**src/rtl/conway_board_scanner_if.sv**
```systemverilog
// Handshake/data bundle between the board scanner and its rule/control side.
// The slave modport is the scanner view; master is the driver view.
interface conway_board_scanner_if #(
  parameter int ROWS = 8,
  parameter int COLS = 8
);
  localparam int N = ROWS * COLS;

  logic         load_en;
  logic [N-1:0] load_board;
  logic         step;
  logic [7:0]   neighbors;
  logic         cell_state;
  logic         next_state;
  logic         cell_valid;
  logic [4:0]   cell_row;
  logic [4:0]   cell_col;
  logic [N-1:0] board;
  logic         busy;
  logic         done;

  modport slave (
    input  load_en, load_board, step, next_state,
    output neighbors, cell_state, cell_valid,
    output cell_row, cell_col, board, busy, done
  );

  modport master (
    output load_en, load_board, step, next_state,
    input  neighbors, cell_state, cell_valid,
    input  cell_row, cell_col, board, busy, done
  );
endinterface

```
**src/rtl/conway_board_scanner.sv**
```systemverilog
// Row-major Life board scanner; external rule supplies each next cell.
// Define CONWAY_WRAP_EN for a toroidal board, else the edge reads dead.
module conway_board_scanner #(
  parameter int ROWS = 8,
  parameter int COLS = 8
) (
  input logic clk,
  input logic rst,
  conway_board_scanner_if.slave bus
);
  localparam int N  = ROWS * COLS;
  localparam int AW = (N > 1) ? $clog2(N) : 1;
  localparam logic [4:0] R_LAST = 5'(ROWS - 1);
  localparam logic [4:0] C_LAST = 5'(COLS - 1);

  typedef enum logic [1:0] {IDLE, SCAN, COMMIT} state_t;

  state_t state, state_nx;

  logic [4:0]   row, col;
  logic [N-1:0] board_q, shadow_q, shadow_nx;
  logic [AW-1:0] cur_idx;
  logic          last_cell, scan;
  logic [4:0]   rn, rs, cw, ce;
  logic          rn_ok, rs_ok, cw_ok, ce_ok;
  logic [7:0]   nb;

  function automatic logic [AW-1:0] idx(
    input logic [4:0] r,
    input logic [4:0] c
  );
    return AW'(int'(r) * COLS + int'(c));
  endfunction

  assign scan      = (state == SCAN);
  assign cur_idx   = idx(row, col);
  assign last_cell = (row == R_LAST) && (col == C_LAST);

  // Off-board neighbours keep an in-range index and are masked by *_ok.
  always_comb begin
`ifdef CONWAY_WRAP_EN
    rn_ok = 1'b1;
    rs_ok = 1'b1;
    cw_ok = 1'b1;
    ce_ok = 1'b1;
    rn = (row == 5'd0) ? R_LAST : row - 5'd1;
    rs = (row == R_LAST) ? 5'd0 : row + 5'd1;
    cw = (col == 5'd0) ? C_LAST : col - 5'd1;
    ce = (col == C_LAST) ? 5'd0 : col + 5'd1;
`else
    rn_ok = (row != 5'd0);
    rs_ok = (row != R_LAST);
    cw_ok = (col != 5'd0);
    ce_ok = (col != C_LAST);
    rn = rn_ok ? row - 5'd1 : row;
    rs = rs_ok ? row + 5'd1 : row;
    cw = cw_ok ? col - 5'd1 : col;
    ce = ce_ok ? col + 5'd1 : col;
`endif
  end

  always_comb begin
    nb    = '0;
    nb[0] = rn_ok & cw_ok & board_q[idx(rn, cw)];
    nb[1] = rn_ok &         board_q[idx(rn, col)];
    nb[2] = rn_ok & ce_ok & board_q[idx(rn, ce)];
    nb[3] =         cw_ok & board_q[idx(row, cw)];
    nb[4] =         ce_ok & board_q[idx(row, ce)];
    nb[5] = rs_ok & cw_ok & board_q[idx(rs, cw)];
    nb[6] = rs_ok &         board_q[idx(rs, col)];
    nb[7] = rs_ok & ce_ok & board_q[idx(rs, ce)];
  end

  assign bus.neighbors  = scan ? nb : 8'h00;
  assign bus.cell_state = scan & board_q[cur_idx];
  assign bus.cell_valid = scan;
  assign bus.cell_row   = scan ? row : 5'd0;
  assign bus.cell_col   = scan ? col : 5'd0;
  assign bus.board      = board_q;
  assign bus.busy       = (state != IDLE);
  assign bus.done       = (state == COMMIT);

  always_comb begin
    shadow_nx          = shadow_q;
    shadow_nx[cur_idx] = bus.next_state;
  end

  always_comb begin
    state_nx = state;
    unique case (state)
      IDLE:    if (!bus.load_en && bus.step) state_nx = SCAN;
      SCAN:    if (last_cell) state_nx = COMMIT;
      COMMIT:  state_nx = IDLE;
      default: state_nx = IDLE;
    endcase
  end

  // The board takes the merged shadow as SCAN ends so it shows during COMMIT.
  always_ff @(posedge clk or negedge rst) begin
    if (!rst) begin
      state    <= IDLE;
      row      <= 5'd0;
      col      <= 5'd0;
      board_q  <= '0;
      shadow_q <= '0;
    end else begin
      state <= state_nx;
      unique case (state)
        IDLE: begin
          row <= 5'd0;
          col <= 5'd0;
          if (bus.load_en) board_q <= bus.load_board;
        end
        SCAN: begin
          shadow_q <= shadow_nx;
          if (last_cell) begin
            board_q <= shadow_nx;
            row     <= 5'd0;
            col     <= 5'd0;
          end else if (col == C_LAST) begin
            col <= 5'd0;
            row <= row + 5'd1;
          end else begin
            col <= col + 5'd1;
          end
        end
        default: ;
      endcase
    end
  end
endmodule

```
**src/flat_wrapper.sv**
```systemverilog
// flat-port wrapper written by rule: the top's interface ports become plain ports
module conway_board_scanner_flat 
#(
  parameter int ROWS = 8,
  parameter int COLS = 8
)
  (clk, rst, bus_load_en, bus_load_board, bus_step, bus_next_state, bus_neighbors, bus_cell_state, bus_cell_valid, bus_cell_row, bus_cell_col, bus_board, bus_busy, bus_done);
  conway_board_scanner_if #(.ROWS(ROWS), .COLS(COLS)) bus_i ();
  input logic clk;
  input logic rst;
  input wire logic [$bits(bus_i.load_en)-1:0] bus_load_en;
  input wire logic [$bits(bus_i.load_board)-1:0] bus_load_board;
  input wire logic [$bits(bus_i.step)-1:0] bus_step;
  input wire logic [$bits(bus_i.next_state)-1:0] bus_next_state;
  output wire logic [$bits(bus_i.neighbors)-1:0] bus_neighbors;
  output wire logic [$bits(bus_i.cell_state)-1:0] bus_cell_state;
  output wire logic [$bits(bus_i.cell_valid)-1:0] bus_cell_valid;
  output wire logic [$bits(bus_i.cell_row)-1:0] bus_cell_row;
  output wire logic [$bits(bus_i.cell_col)-1:0] bus_cell_col;
  output wire logic [$bits(bus_i.board)-1:0] bus_board;
  output wire logic [$bits(bus_i.busy)-1:0] bus_busy;
  output wire logic [$bits(bus_i.done)-1:0] bus_done;
  assign bus_i.load_en = bus_load_en;
  assign bus_i.load_board = bus_load_board;
  assign bus_i.step = bus_step;
  assign bus_i.next_state = bus_next_state;
  assign bus_neighbors = bus_i.neighbors;
  assign bus_cell_state = bus_i.cell_state;
  assign bus_cell_valid = bus_i.cell_valid;
  assign bus_cell_row = bus_i.cell_row;
  assign bus_cell_col = bus_i.cell_col;
  assign bus_board = bus_i.board;
  assign bus_busy = bus_i.busy;
  assign bus_done = bus_i.done;
  conway_board_scanner #(.ROWS(ROWS), .COLS(COLS)) u_core (.clk(clk), .rst(rst), .bus(bus_i));
endmodule
```
**config.mk**
```make
export PLATFORM = sky130hd
export DESIGN_NAME = conway_board_scanner_flat
export DESIGN_NICKNAME = d
export VERILOG_FILES = /design/src/rtl/conway_board_scanner_if.sv /design/src/rtl/conway_board_scanner.sv /design/src/flat_wrapper.sv
export SDC_FILE = /design/constraint.sdc
export NUM_CORES = 1
export LEC_CHECK = 0
export BUFFER_PORTS_ARGS = -buffer_cell sky130_fd_sc_hd__buf_2
export CORE_ASPECT_RATIO = 0.9
export CORE_UTILIZATION = 40
export CTS_CLUSTER_DIAMETER = 100
export DETAILED_ROUTE_END_ITERATION = 7
export PLACE_DENSITY = 0.62
export SETUP_SLACK_MARGIN = 0.05
export SYNTH_ARGS = -nofsm -noshare
export SYNTH_HDL_FRONTEND = slang
export SYNTH_SLANG_ARGS = --single-unit
```
**constraint.sdc**
```tcl
create_clock -name clk -period 3.4 [get_ports clk]
set_input_delay 0 -clock clk [delete_from_list [all_inputs] [get_ports clk]]
set_output_delay 0 -clock clk [all_outputs]
set_load 0.03 [all_outputs]
```
# Yosys cells after proc, flatten, opt, wreduce, memory -nomap -nowiden
# Index checks and enable logic that the tools add are counted.
[totals]
regBits = 140
latch_bits = 0
ramBits = 0
rom_bits = 0
in_bits = 69
out_inout_bits = 86
wordCells = 103
mem_count = 0
[classes]
n_addsub = 13
multipliers = 0
n_div = 0
magnitude_cmp = 10
n_eq_ne = 10
shifts = 0
mux = 40
bitwise_logic = 13
n_reduce_logical = 12
[op_table]
columns = ["op", "count"]
rows = [
  ["$mux 64", 2],
  ["$pmux 64 s2", 1],
  ["$bwmux 64", 1],
  ["$lt 6x7->1 const B", 9],
  ["$add 6x5->6", 9],
  ["$bmux 1 s6", 9],
  ["$mux 5", 8],
  ["$pmux 5 s2", 2],
  ["$and 1x1->1", 13],
  ["$add 5x1->5 const B", 2],
  ["$eq 5x3->1 const B", 2],
  ["$mux 1", 10],
  ["$ne 5x3->1 const B", 2],
  ["$reduce_bool 5->1", 2],
  ["$mux 8", 1],
  ["$demux 1 s6", 1],
  ["$ge 6x1->1 const B", 1],
  ["$mux 3", 2],
  ["$sub 5x1->5 const B", 1],
  ["$mux 2", 2],
  ["$ne 2x1->1 const B", 2],
  ["$pmux 2 s2", 1],
  ["$reduce_and 2->1", 2],
  ["$reduce_bool 2->1", 2],
  ["9 further kinds", 11],
]

# Logic depth before layout (Yosys ltp)
# Gate-level depths: netlist (run 1).
[depth]
depth_word = 8
ltp_mapped = 15
ltp_nobuf = 12

# Worst setup path before layout (run 1)
# No wires, ideal clock.
[synth_timing]
path_kind = "flip-flop to output port"
from = "reg u_core.col[2]"
to = "out bus_neighbors[2]"
t_arrival_ns = 3.849
required_time_ns = 3.400
slack_ns = -0.449
stages_incl_launch_ff = 16
path_buffers = 4
path_cell_list = "dfrtp_1 > buf_4 > buf_2 > buf_1 > clkbuf_1 > nand3_1 > nand2_1 > a21oi_1 > ha_1 > inv_1 > fa_1 > inv_1 > nand2_1 > o21ai_0 > nor3_1 > nor4b_1"
[synth_via]
elab_chain_cells = 7
elab_cells_between_ends = 9
classes_between = "add/sub (2); eq/ne (1); mux (4); bitwise (2)"
[synth_lines]
columns = ["element", "line", "text"]
rows = [
  ["from (decl)", "conway_board_scanner.sv:20", "logic [4:0] row, col;"],
  ["from (signal assigned)", "conway_board_scanner.sv:124", "col <= col + 5'd1;"],
  ["$add 5x1->5 or $ne 5x3->1 (tied branches)", "conway_board_scanner.sv:58, conway_board_scanner.sv:54", ""],
  ["$mux 5", "conway_board_scanner.sv:58", "ce = ce_ok ? col + 5'd1 : col;"],
  ["$add 6x5->6", "conway_board_scanner.sv:32", "return AW'(int'(r) * COLS + int'(c));"],
  ["$bmux 1 s6", "conway_board_scanner.sv:66", "nb[2] = rn_ok & ce_ok & board_q[idx(rn, ce)];"],
  ["$mux 1 (implied by the code)", "conway_board_scanner.sv:66", ""],
  ["$and 1x1->1 *", "conway_board_scanner.sv:66", ""],
  ["$mux 8 *", "conway_board_scanner.sv:74", "assign bus.neighbors = scan ? nb : 8'h00;"],
  ["to (decl)", "flat_wrapper.sv:15", "output wire logic [$bits(bus_i.neighbors)-1:0] bus_neighbors;"],
]
# Mark *: on every way between the ends. The rest lies on a longest branch, timed or not. The select of a mux whose other input is x is not followed.

# Final worst setup path (run 1)
[layout_timing]
from = "reg u_core.col[1]"
to = "out bus_neighbors[5]"
[layout_via]
elab_chain_cells = 7
elab_cells_between_ends = 9
classes_between = "add/sub (2); mux (4); bitwise (2); reduce/logical (1)"
[layout_lines]
columns = ["element", "line", "text"]
rows = [
  ["$sub 5x1->5 or $reduce_bool 5->1 (tied branches)", "conway_board_scanner.sv:57, conway_board_scanner.sv:53", ""],
  ["$mux 5", "conway_board_scanner.sv:57", "cw = cw_ok ? col - 5'd1 : col;"],
  ["$add 6x5->6", "conway_board_scanner.sv:32", ""],
  ["$bmux 1 s6", "conway_board_scanner.sv:69", "nb[5] = rs_ok & cw_ok & board_q[idx(rs, cw)];"],
  ["$mux 1 (implied by the code)", "conway_board_scanner.sv:69", ""],
  ["$and 1x1->1 *", "conway_board_scanner.sv:69", ""],
  ["$mux 8 *", "conway_board_scanner.sv:74", ""],
]
# Marked as above.

==> results of run 1 <==
[power by group through the flow]
stage | logic (mW) | registers [mW] | clock network [mW]
final | 10.2 | 3.03 | 1.99
after global routing | 10.9 | 3.05 | 2.08
after floorplan | 5.43 | 3.20 | 0
after CTS | 9.58 | 2.96 | 2.01
after detailed placement | 8.58 | 2.99 | 0
after global placement | 8.50 | 2.99 | 0
[layer usage]
metal | routed length, microns | track usage, % | up-vias | part of all wire (%)
met5 | 0 | 0 | - | 0
li1 | - | - | 4840 | -
met3 | 3309 | 6.961 | 101 | 8.5
met2 | 17850 | 49.77 | 486 | 46
met1 | 16690 | 41.02 | 5138 | 43
met4 | 1168 | 10.23 | 0 | 3.0
[path summary, 6_finish.rpt]
| check | start | to | slack, ns | cells after the start |
|---|---|---|---|---|
| worst max-delay path | u_core.col[1] | bus_neighbors[5] | -0.15 | 13 |
| worst max register to register | u_core.row[0] | u_core.bus.board[8] | 0.23 | 9 |
| min in group asynchronous | rst | u_core.row[4] | 0.18 | 2 |
| max in group asynchronous | rst | u_core.shadow_q[40] | 2.33 | 3 |
| worst min register to register | u_core.shadow_q[8] | u_core.shadow_q[8] | 0.49 | 1 |
| worst min-delay path | bus_load_board[51] | u_core.bus.board[51] | 0.02 | 4 |
[worst max-delay path, stage by stage, from the launching register on]
cell	delay, ns
dfrtp_1	0.42
inv_2	0.09
ha_4	0.13
or4b_4	0.51
mux2i_4	0.23
buf_4	0.15
buf_12	0.14
mux2i_1	0.13
a32oi_1	0.32
nand3_1	0.13
o211a_1	0.14
a211o_1	0.30
a211oi_4	0.25
buf_6	0.17
[sequential cells by signal, summed over array words and instances, names as in the netlist]
signal and count:
u_core.col 5, u_core.shadow_q 64, u_core.state 2, u_core.bus.board 64, u_core.row 5
[cell usage after synthesis (all sizes together) (10+ instances only)]
cell and instances:
a21oi 54, a221oi 10, a31o 13, buf 20
clkbuf 79, dfrtp 140, ha 16, inv 25
mux2 44, mux2i 41, nand2 228, nand3 92
nand4 10, nor2 83, nor3 17, o211ai 13
o21a 30, o21ai 156, o311ai 11, xnor2 11
[cell families (layout without fill, tap and decap cells)]
| logic type | count (synthesis) | count (layout) | share of synthesized area, % |
|---|---|---|---|
| DFF | 140 | 140 | 35.16 |
| buffers and inverters | 125 | 357 | 5.085 |
| xor gates and xnor gates | 17 | 17 | 1.494 |
| muxes | 94 | 94 | 11.40 |
| AOI/OAI and AO/OA | 344 | 344 | 21.58 |
| adders and majority gates | 25 | 25 | 3.817 |
| and+or+nand+nor | 481 | 481 | 21.46 |
[final cells by class]
type | instances | share of cell area [%]
Clock buffer | 17 | 3.248
Clock inverter | 15 | 1.376
Inverter | 26 | 0.7642
Multi-Input combinational cell | 961 | 48.09
Sequential cell | 140 | 26.77
Tap cell | 308 | 2.942
Timing Repair Buffer | 299 | 16.81
[timing repair]
item | CTS | global route
buffers inserted | 12 | 11
pin swaps | 4 | 8
endpoints found under the hold margin | 133 | 0
resized for setup | 60 | 38
setup endpoints to repair | 8 | 10
hold buffers | 60 | 0
gates cloned | 1 | 0
==> impl_metrics.py, run 1 <==
metrics = {
    "clock_tree": {
        "cts_tree": "yes",
        "htreeDepth": 4,
        "cts_buffers": 17,
        "cts_max_path_buffers": 2,
        "cts.sinks": 140,
        "cts_root_buf": "clkbuf_16",
        "clk_latency_ns": 0.44,
        "clk_pin_slew_ns": 0.08,
    },
    "floorplan": {
        "ios": 155,
        "start_util_pct": 40.97,
        "die_area_sq_um": 25550,
        "core-area_sq_um": 24320,
        "die_w_microns": 168.4,
        "die-height_microns": 151.7,
        "fp-row-count": 54,
    },
    "power": {
        "total_power_mw": 15.24,
        "switchingPower_mw": 7.685,
        "p_clk_share_pct": 13.0,
        "internal_power_mw": 7.553,
        "vdd_drop_max_mv": 0.5931,
        "p_seq_share_pct": 19.9,
        "switching_share_pct": 50.43,
        "p_per_area_nw_per_um2": 1163,
        "p_comb_share_pct": 67.1,
        "p_leak_nw": 5.688,
    },
    "grt": {
        "grt_pass1_vias": 9813,
        "grt_antenna_before_repair": 0,
        "grt_start_max_net_pins": 89,
        "grt_pass1_wl_microns": 59070,
        "grtUsageTotal_pct": 30.84,
        "overflow": 0,
    },
    "synth": {
        "synth_top_area_share_pct": 35.16,
        "syn-num-nets": 1320,
        "synth-edff-count": 0,
        "ys_warn_count": 0,
        "ys_ff_latch": 140,
        "synthCells": 1226,
        "avgSynthCellArea_sq_um": 8.128,
        "yosysTopAreaCell": "dfrtp_1",
        "yosys-top-cells-area": "dfrtp_1 35%, nand2_1 8.6%, o21ai_0 7.6%",
        "syn_area_sq_um": 9965,
        "async_reset_ff_share_pct": 100.0,
        "seq_area_frac_synth_pct": 35.16,
        "ys_types": 67,
        "synth_ff_type": "dfrtp_1",
    },
    "placement": {
        "post_dp_cell_area_sq_um": 11290,
        "post-place-ws_ns": 0.08997,
        "gp_congestion": 1.000,
        "hpwl_microns": 26620,
        "numPortBuffers": 154,
        "numPlacedInstances": 1650,
    },
    "routing": {
        "via_per_inst": 5.982,
        "postRouteAntennaNets": 0,
        "wirelength_microns": 39020,
        "wl_per_cell_microns": 22.09,
        "vias": 10565,
        "drt_pass1_iterations": 5,
        "drt_iter0_markers": 1087,
        "drc": 0,
    },
    "final_layout": {
        "fillers": 2237,
        "final-seq-area_sq_um": 3506,
        "antenna_cells": 0,
        "syn2layout_area_growth_pct": 31.44,
        "layout_common_cells": "226 x nand2_1, 148 x o21ai_0, 145 x buf_2, 138 x dfrtp_1, 92 x nand3_1",
        "final_area_sq_um": 13100,
        "final_cells": 1766,
        "layout_commonest_cell": "nand2_1",
        "nNetsFinal": 1539,
        "final_layout_size_suffix_gt1_share_pct": 27.78,
        "multi_input_area_sq_um": 6299,
        "final_core_util_pct": 53.85,
    },
    "timing": {
        "rsz0062_at_grt": "true",
        "clock.fmax_mhz": 281.7,
        "period_share_pct": 104.4,
        "finClkSkew_ns": 0.01157,
        "slew_headroom_pct": 34.42,
        "worstMarginPinSlew_ns": 0.9714,
        "fin_crit_ns": 3.550,
        "whs_ns": 0.02016,
        "slew_viol_final": 0,
        "tns_ns": -0.3470,
        "fin_ws_ns": -0.1496,
        "finalSetupViolCount": 3,
        "finalHoldViolCount": 0,
    },
    "critical_path": {
        "critPathRequiredTime_ns": 3.40,
        "critPathKind": "flip-flop to output pin",
        "arrival_ns": 3.55,
        "start_kind": "flip-flop",
        "worstPathMaxFanout": 16,
        "end_kind": "output pin",
    },
    "run_status": {
        "status": "finished, violations left",
        "failed_checks": "setup timing",
    },
    "hold_path": {
        "hold_path.class": "input pin to flip-flop",
    },
    "job": {
        "drv_cap": 0,
    },
}
Note: power is estimated with default switching activity, not from simulation.
==> inputs of run 2 (changes only) <==
--- a/config.mk
+++ b/config.mk
@@ -7,10 +7,11 @@
 export LEC_CHECK = 0
 export BUFFER_PORTS_ARGS = -buffer_cell sky130_fd_sc_hd__buf_2
 export CORE_ASPECT_RATIO = 0.9
-export CORE_UTILIZATION = 40
+export CORE_UTILIZATION = 50
 export CTS_CLUSTER_DIAMETER = 100
 export DETAILED_ROUTE_END_ITERATION = 7
-export PLACE_DENSITY = 0.62
+export GPL_ROUTABILITY_DRIVEN = 0
+export PLACE_DENSITY = 0.74
 export SETUP_SLACK_MARGIN = 0.05
 export SYNTH_ARGS = -nofsm -noshare
 export SYNTH_HDL_FRONTEND = slang
==> run 2 against run 1 <==
The flow finishes with violations (DRC, setup timing). Largest cell class unchanged. Setup slack worse by 0.46 ns. Via count up 8.3%. Largest power group unchanged. Worst hold slack worse by 0.013 ns.
==> impl_metrics.py, run 2 (synthesis results as in run 1) <==
metrics = {
    "floorplan": {
        "core-area_sq_um": 19340,
        "die_w_microns": 150.8,
        "start_util_pct": 51.53,
        "die_area_sq_um": 20500,
        "die-height_microns": 135.9,
        "ios": 155,
        "fp-row-count": 48,
    },
    "final_layout": {
        "layout_commonest_cell": "nand2_1",
        "nNetsFinal": 1554,
        "syn2layout_area_growth_pct": 33.50,
        "final_layout_size_suffix_gt1_share_pct": 30.48,
        "layout_common_cells": "226 x nand2_1, 149 x o21ai_0, 144 x buf_2, 137 x dfrtp_1",
        "final_area_sq_um": 13300,
        "antenna_cells": 0,
    },
    "routing": {
        "drc": 108,
        "vias": 11440,
        "via_per_inst": 6.640,
        "drt_pass1_iterations": 8,
        "wirelength_microns": 40530,
        "postRouteAntennaNets": 0,
        "wl_per_cell_microns": 23.52,
        "drt_iter0_markers": 1944,
    },
    "grt": {
        "overflow": 0,
        "grt_start_max_net_pins": 86,
        "grt_pass1_wl_microns": 59950,
        "grt_pass1_vias": 10608,
        "grtUsageTotal_pct": 38.89,
        "grt_antenna_before_repair": 0,
    },
    "clock_tree": {
        "clk_pin_slew_ns": 0.07,
        "htreeDepth": 4,
        "cts_buffers": 17,
        "clk_latency_ns": 0.44,
        "cts.sinks": 140,
        "cts_root_buf": "clkbuf_16",
        "cts_tree": "yes",
        "cts_max_path_buffers": 2,
    },
    "placement": {
        "post_dp_cell_area_sq_um": 11200,
        "hpwl_microns": 25030,
        "numPortBuffers": 154,
    },
    "timing": {
        "clock.fmax_mhz": 249.2,
        "fin_ws_ns": -0.6127,
        "slew_headroom_pct": 13.24,
        "slew_viol_final": 0,
        "fin_crit_ns": 4.013,
        "rsz0062_at_grt": "true",
        "worstMarginPinSlew_ns": 1.301,
        "period_share_pct": 118.0,
        "finalSetupViolCount": 9,
        "finClkSkew_ns": 0.009181,
        "finalHoldViolCount": 0,
        "tns_ns": -2.881,
    },
    "power": {
        "internal_power_mw": 7.937,
        "switching_share_pct": 51.51,
        "vdd_drop_max_mv": 0.7036,
        "p_leak_nw": 5.771,
        "p_clk_share_pct": 11.8,
        "p_comb_share_pct": 70.2,
        "p_per_area_nw_per_um2": 1230,
        "switchingPower_mw": 8.430,
        "p_seq_share_pct": 18.0,
    },
    "run_status": {
        "failed_checks": "DRC, setup timing",
        "status": "finished, violations left",
    },
    "critical_path": {
        "critPathKind": "flip-flop to output pin",
        "worstPathMaxFanout": 15,
        "r2r_cells": 11,
        "arrival_ns": 4.01,
        "start_kind": "flip-flop",
        "end_kind": "output pin",
        "critPathRequiredTime_ns": 3.40,
    },
    "hold_path": {
        "hold_depth": 4,
        "hold_path.class": "input pin to flip-flop",
    },
    "job": {
        "drv_cap": 0,
    },
}
-- run 2: cell types whose count changed in the layout (fill, tap and decap cells not counted), sizes merged --
cell,before,now
buf,237,256
bufbuf,1,0
clkbuf,18,22
clkinv,5,4
clkinvlp,1,3
dlygate4sd3,60,57
inv,33,28
-- run 2: final cells by class --
| type | count | area (sq um) |
|---|---|---|
| Sequential cell | 140 | 3507 |
| Inverter | 26 | 103.9 |
| Tap cell | 250 | 312.8 |
| Multi-Input combinational cell | 961 | 6459 |
| Fill cell | 1445 | 6036 |
| Clock inverter | 11 | 135.1 |
| Clock buffer | 21 | 460.4 |
| Timing Repair Buffer | 314 | 2325 |
-- run 2: worst paths after layout --
kind | start | endpoint | slack, ns
min | bus_load_board[53] | u_core.bus.board[53] | 0.008
max | u_core.col[2] | bus_neighbors[6] | -0.61
max reg2reg | u_core.row[0] | u_core.bus.board[33] | 0.34
max in group asynchronous | rst | u_core.shadow_q[7] | 2.35
min reg2reg | u_core.shadow_q[12] | u_core.shadow_q[12] | 0.49
min in group asynchronous | rst | u_core.col[1] | 0.20
-- run 2: metrics by stage --
stage	hold WS (ns)	power (mW)	util, %	cells	setup slack (ns)
3_5_place_dp	0.1122	11.43	57.92	1592	0.03278
4_1_cts	0.002469	14.90	67.26	1711	-0.06550
3_3_place_gp	0.1085	11.23	57.92	1592	-0.004516
6_report	0.007524	16.37	68.79	1723	-0.6127
5_1_grt	0.01218	16.94	68.79	1723	-0.4895
2_1_floorplan	-0.2956	8.635	-	1226	-0.05016
-- run 2: power by group through the flow --
stage          registers, mW  clock network (mW)  logic [mW]
2_1_floorplan           3.20                   0        5.43
3_3_place_gp            2.87                   0        8.36
3_5_place_dp            2.88                   0        8.54
4_1_cts                 2.87                1.92        10.1
5_1_grt                 2.96                2.00        12.0
6_report                2.95                1.93        11.5
-- run 2: critical path, stage by stage (launching register included) --
cell and delay, ns:
dfrtp_2 0.43, buf_6 0.20, buf_4 0.22, mux2_1 0.36, a221oi_1 0.33, nor2_1 0.10, a221oi_1 1.01, mux4_2 0.49
mux2_2 0.19, nor2_1 0.05, clkbuf_4 0.19
-- run 2: what timing repair did --
| action | in CTS | in global routing |
|---|---|---|
| pin swaps | 15 | 23 |
| endpoints found under the hold margin | 137 | 0 |
| hold buffers | 57 | 0 |
| setup buffers | 26 | 13 |
| setup endpoints to repair | 9 | 11 |
| gates cloned | 4 | 0 |
| resized for setup | 82 | 56 |
-- run 2: layer usage --
metal	GRT usage (%)	vias up	share of wire, %
met3	12.45	302	13
met4	21.39	2	7.2
li1	-	4867	-
met1	50.19	5301	36
met2	57.59	968	43
met5	0	-	0.14
==> inputs of run 3 (changes only) <==
--- a/config.mk
+++ b/config.mk
@@ -6,7 +6,7 @@
 export NUM_CORES = 1
 export LEC_CHECK = 0
 export BUFFER_PORTS_ARGS = -buffer_cell sky130_fd_sc_hd__buf_2
-export CORE_ASPECT_RATIO = 0.9
+export CORE_ASPECT_RATIO = 1.75
 export CORE_UTILIZATION = 50
 export CTS_CLUSTER_DIAMETER = 100
 export DETAILED_ROUTE_END_ITERATION = 7
==> run 3 against run 2 <==
Largest cell class unchanged. Sequential cell count stayed put. Via count is 1.2% lower. Clock skew up 0.0069 ns. Global-route usage rose by 1.8 points. Sequential power rose by 4%. Largest power group unchanged. Core utilization shrank 0.80 points. Cell count up 0.46%. Critical path depth is 5 higher. The run ends with setup timing left.
==> impl_metrics.py, run 3 (synthesis results as in run 1) <==
metrics = {
    "timing": {
        "finalHoldViolCount": 0,
        "slew_headroom_pct": 48.52,
        "worstMarginPinSlew_ns": 0.7723,
        "whs_ns": 0.02188,
        "rsz0062_at_grt": "true",
        "clock.fmax_mhz": 275.4,
        "slew_viol_final": 0,
        "fin_ws_ns": -0.2313,
        "finalSetupViolCount": 6,
        "period_share_pct": 106.8,
        "tns_ns": -1.192,
        "fin_crit_ns": 3.631,
        "finClkSkew_ns": 0.01606,
    },
    "critical_path": {
        "critPathBufInv": 6,
        "arrival_ns": 3.63,
        "worstPathMaxFanout": 14,
        "start_kind": "flip-flop",
        "critPathTopFamily": "simple AND/OR/NAND/NOR gates",
        "critPathRequiredTime_ns": 3.40,
        "rr_startpoint": "u_core.col[3]",
        "rrSetupSlack_ns": 0.07,
        "worst_path_max_delay_cell": "nand4_1",
        "cp_common_cell": "buf_6",
        "r2r_cells": 9,
        "end_kind": "output pin",
        "r2r-end": "u_core.bus.board[11]",
        "critPathKind": "flip-flop to output pin",
        "max_stage_delay_ns": 0.43,
        "path_cells": "buf_6, ha_2, and4bb_2, inv_4, buf_8, mux2i_4, buf_6, buf_16, nand2_1, nand3_1, nand4_1, o21ai_1, nor3_1, nor4b_2, buf_4",
    },
    "routing": {
        "via_per_inst": 6.531,
        "drt_iter0_markers": 1432,
        "wl_per_cell_microns": 23.38,
        "wirelength_microns": 40470,
        "postRouteAntennaNets": 0,
        "drc": 0,
        "vias": 11306,
        "drt_pass1_iterations": 7,
    },
    "power": {
        "p_leak_nw": 5.821,
        "total_power_mw": 16.25,
        "p_per_area_nw_per_um2": 1216,
        "vdd_drop_max_mv": 1.212,
    },
    "hold_path": {
        "hold_path.class": "input pin to flip-flop",
        "min_to": "u_core.bus.board[35]",
        "hold_depth": 4,
        "min_from": "bus_load_board[35]",
    },
    "floorplan": {
        "die_w_microns": 108.7,
        "start_util_pct": 50.70,
        "core-area_sq_um": 19650,
        "ios": 155,
        "die-height_microns": 188.8,
        "fp-row-count": 68,
        "die_area_sq_um": 20520,
    },
    "clock_tree": {
        "cts_tree": "yes",
        "cts_max_path_buffers": 2,
        "cts.sinks": 140,
        "clk_pin_slew_ns": 0.07,
        "htreeDepth": 4,
        "cts_root_buf": "clkbuf_16",
        "clk_latency_ns": 0.44,
        "cts_buffers": 17,
    },
    "placement": {
        "numPortBuffers": 154,
        "post-place-ws_ns": 0.1221,
        "numPlacedInstances": 1597,
        "post_dp_cell_area_sq_um": 11290,
        "hpwl_microns": 26040,
    },
    "grt": {
        "grtUsageTotal_pct": 40.71,
        "grt_start_max_net_pins": 97,
        "grt_pass1_vias": 10935,
        "grt_antenna_before_repair": 2,
        "grt_pass1_wl_microns": 61790,
        "overflow": 0,
    },
    "final_layout": {
        "final-seq-area_sq_um": 3507,
        "layout_commonest_cell": "nand2_1",
        "final_layout_size_suffix_gt1_share_pct": 29.99,
        "final_area_sq_um": 13360,
        "multi_input_area_sq_um": 6379,
        "fillers": 1506,
        "syn2layout_area_growth_pct": 34.09,
        "final_core_util_pct": 67.98,
        "final_cells": 1731,
        "nNetsFinal": 1567,
        "layout_common_cells": "224 x nand2_1, 149 x o21ai_0, 145 x buf_2, 137 x dfrtp_1, 90 x nand3_1",
    },
    "run_status": {
        "status": "finished, violations left",
        "failed_checks": "setup timing",
    },
    "job": {
        "drv_cap": 0,
    },
}
==> run 3: worst max path at each step <==
stage,endpoint,start,cells after the start
after floorplan,bus_neighbors[2],u_core.col[2],15
final,bus_neighbors[2],u_core.col[1],15
after global placement,bus_neighbors[5],u_core.col[0],12
after global routing,bus_neighbors[4],u_core.col[1],15
after detailed placement,bus_neighbors[5],u_core.col[0],12
after CTS,bus_neighbors[5],u_core.col[0],13
==> run 3: area by class of cell <==
cell class / instances / area share [%]
multi-input combinational: 961 / 47.74
antenna: 2 / 0.03746
tap: 245 / 2.294
clock inverter: 10 / 0.8896
sequential: 140 / 26.25
timing repair buffer: 327 / 18.68
inverter: 26 / 0.7679
clock buffer: 20 / 3.343
==> run 3: routing by layer <==
layer	share of wire [%]	global-route usage, %
met2	46	62.66
met3	10	12.80
met4	11	35.03
met5	0	0
met1	33	44.63
==> run 3: power breakdown <==
part | switching, mW | internal [mW] | total (mW)
Clock | 0.753 | 1.09 | 1.84
Sequential | 0.905 | 2.16 | 3.06
Combinational | 6.54 | 4.80 | 11.3
Total | 8.20 | 8.05 | 16.3
==> run 3: worst reg2reg max path, stage by stage (launching register included) <==
cell      delay, ns
dfrtp_1        0.45
buf_4          0.20
ha_1           0.15
inv_1          0.05
fa_1           0.79
nand3_1        0.20
buf_4          0.22
o311ai_0       0.54
o21ai_0        0.36
o21ai_0        0.28
==> run 3: what timing repair did <==
item	in CTS	in global routing
pin swaps	40	21
resized for setup	105	29
setup buffers	26	9
hold endpoints to repair	105	0
hold buffers	63	0
setup endpoints to repair	8	10
cloned	5	0
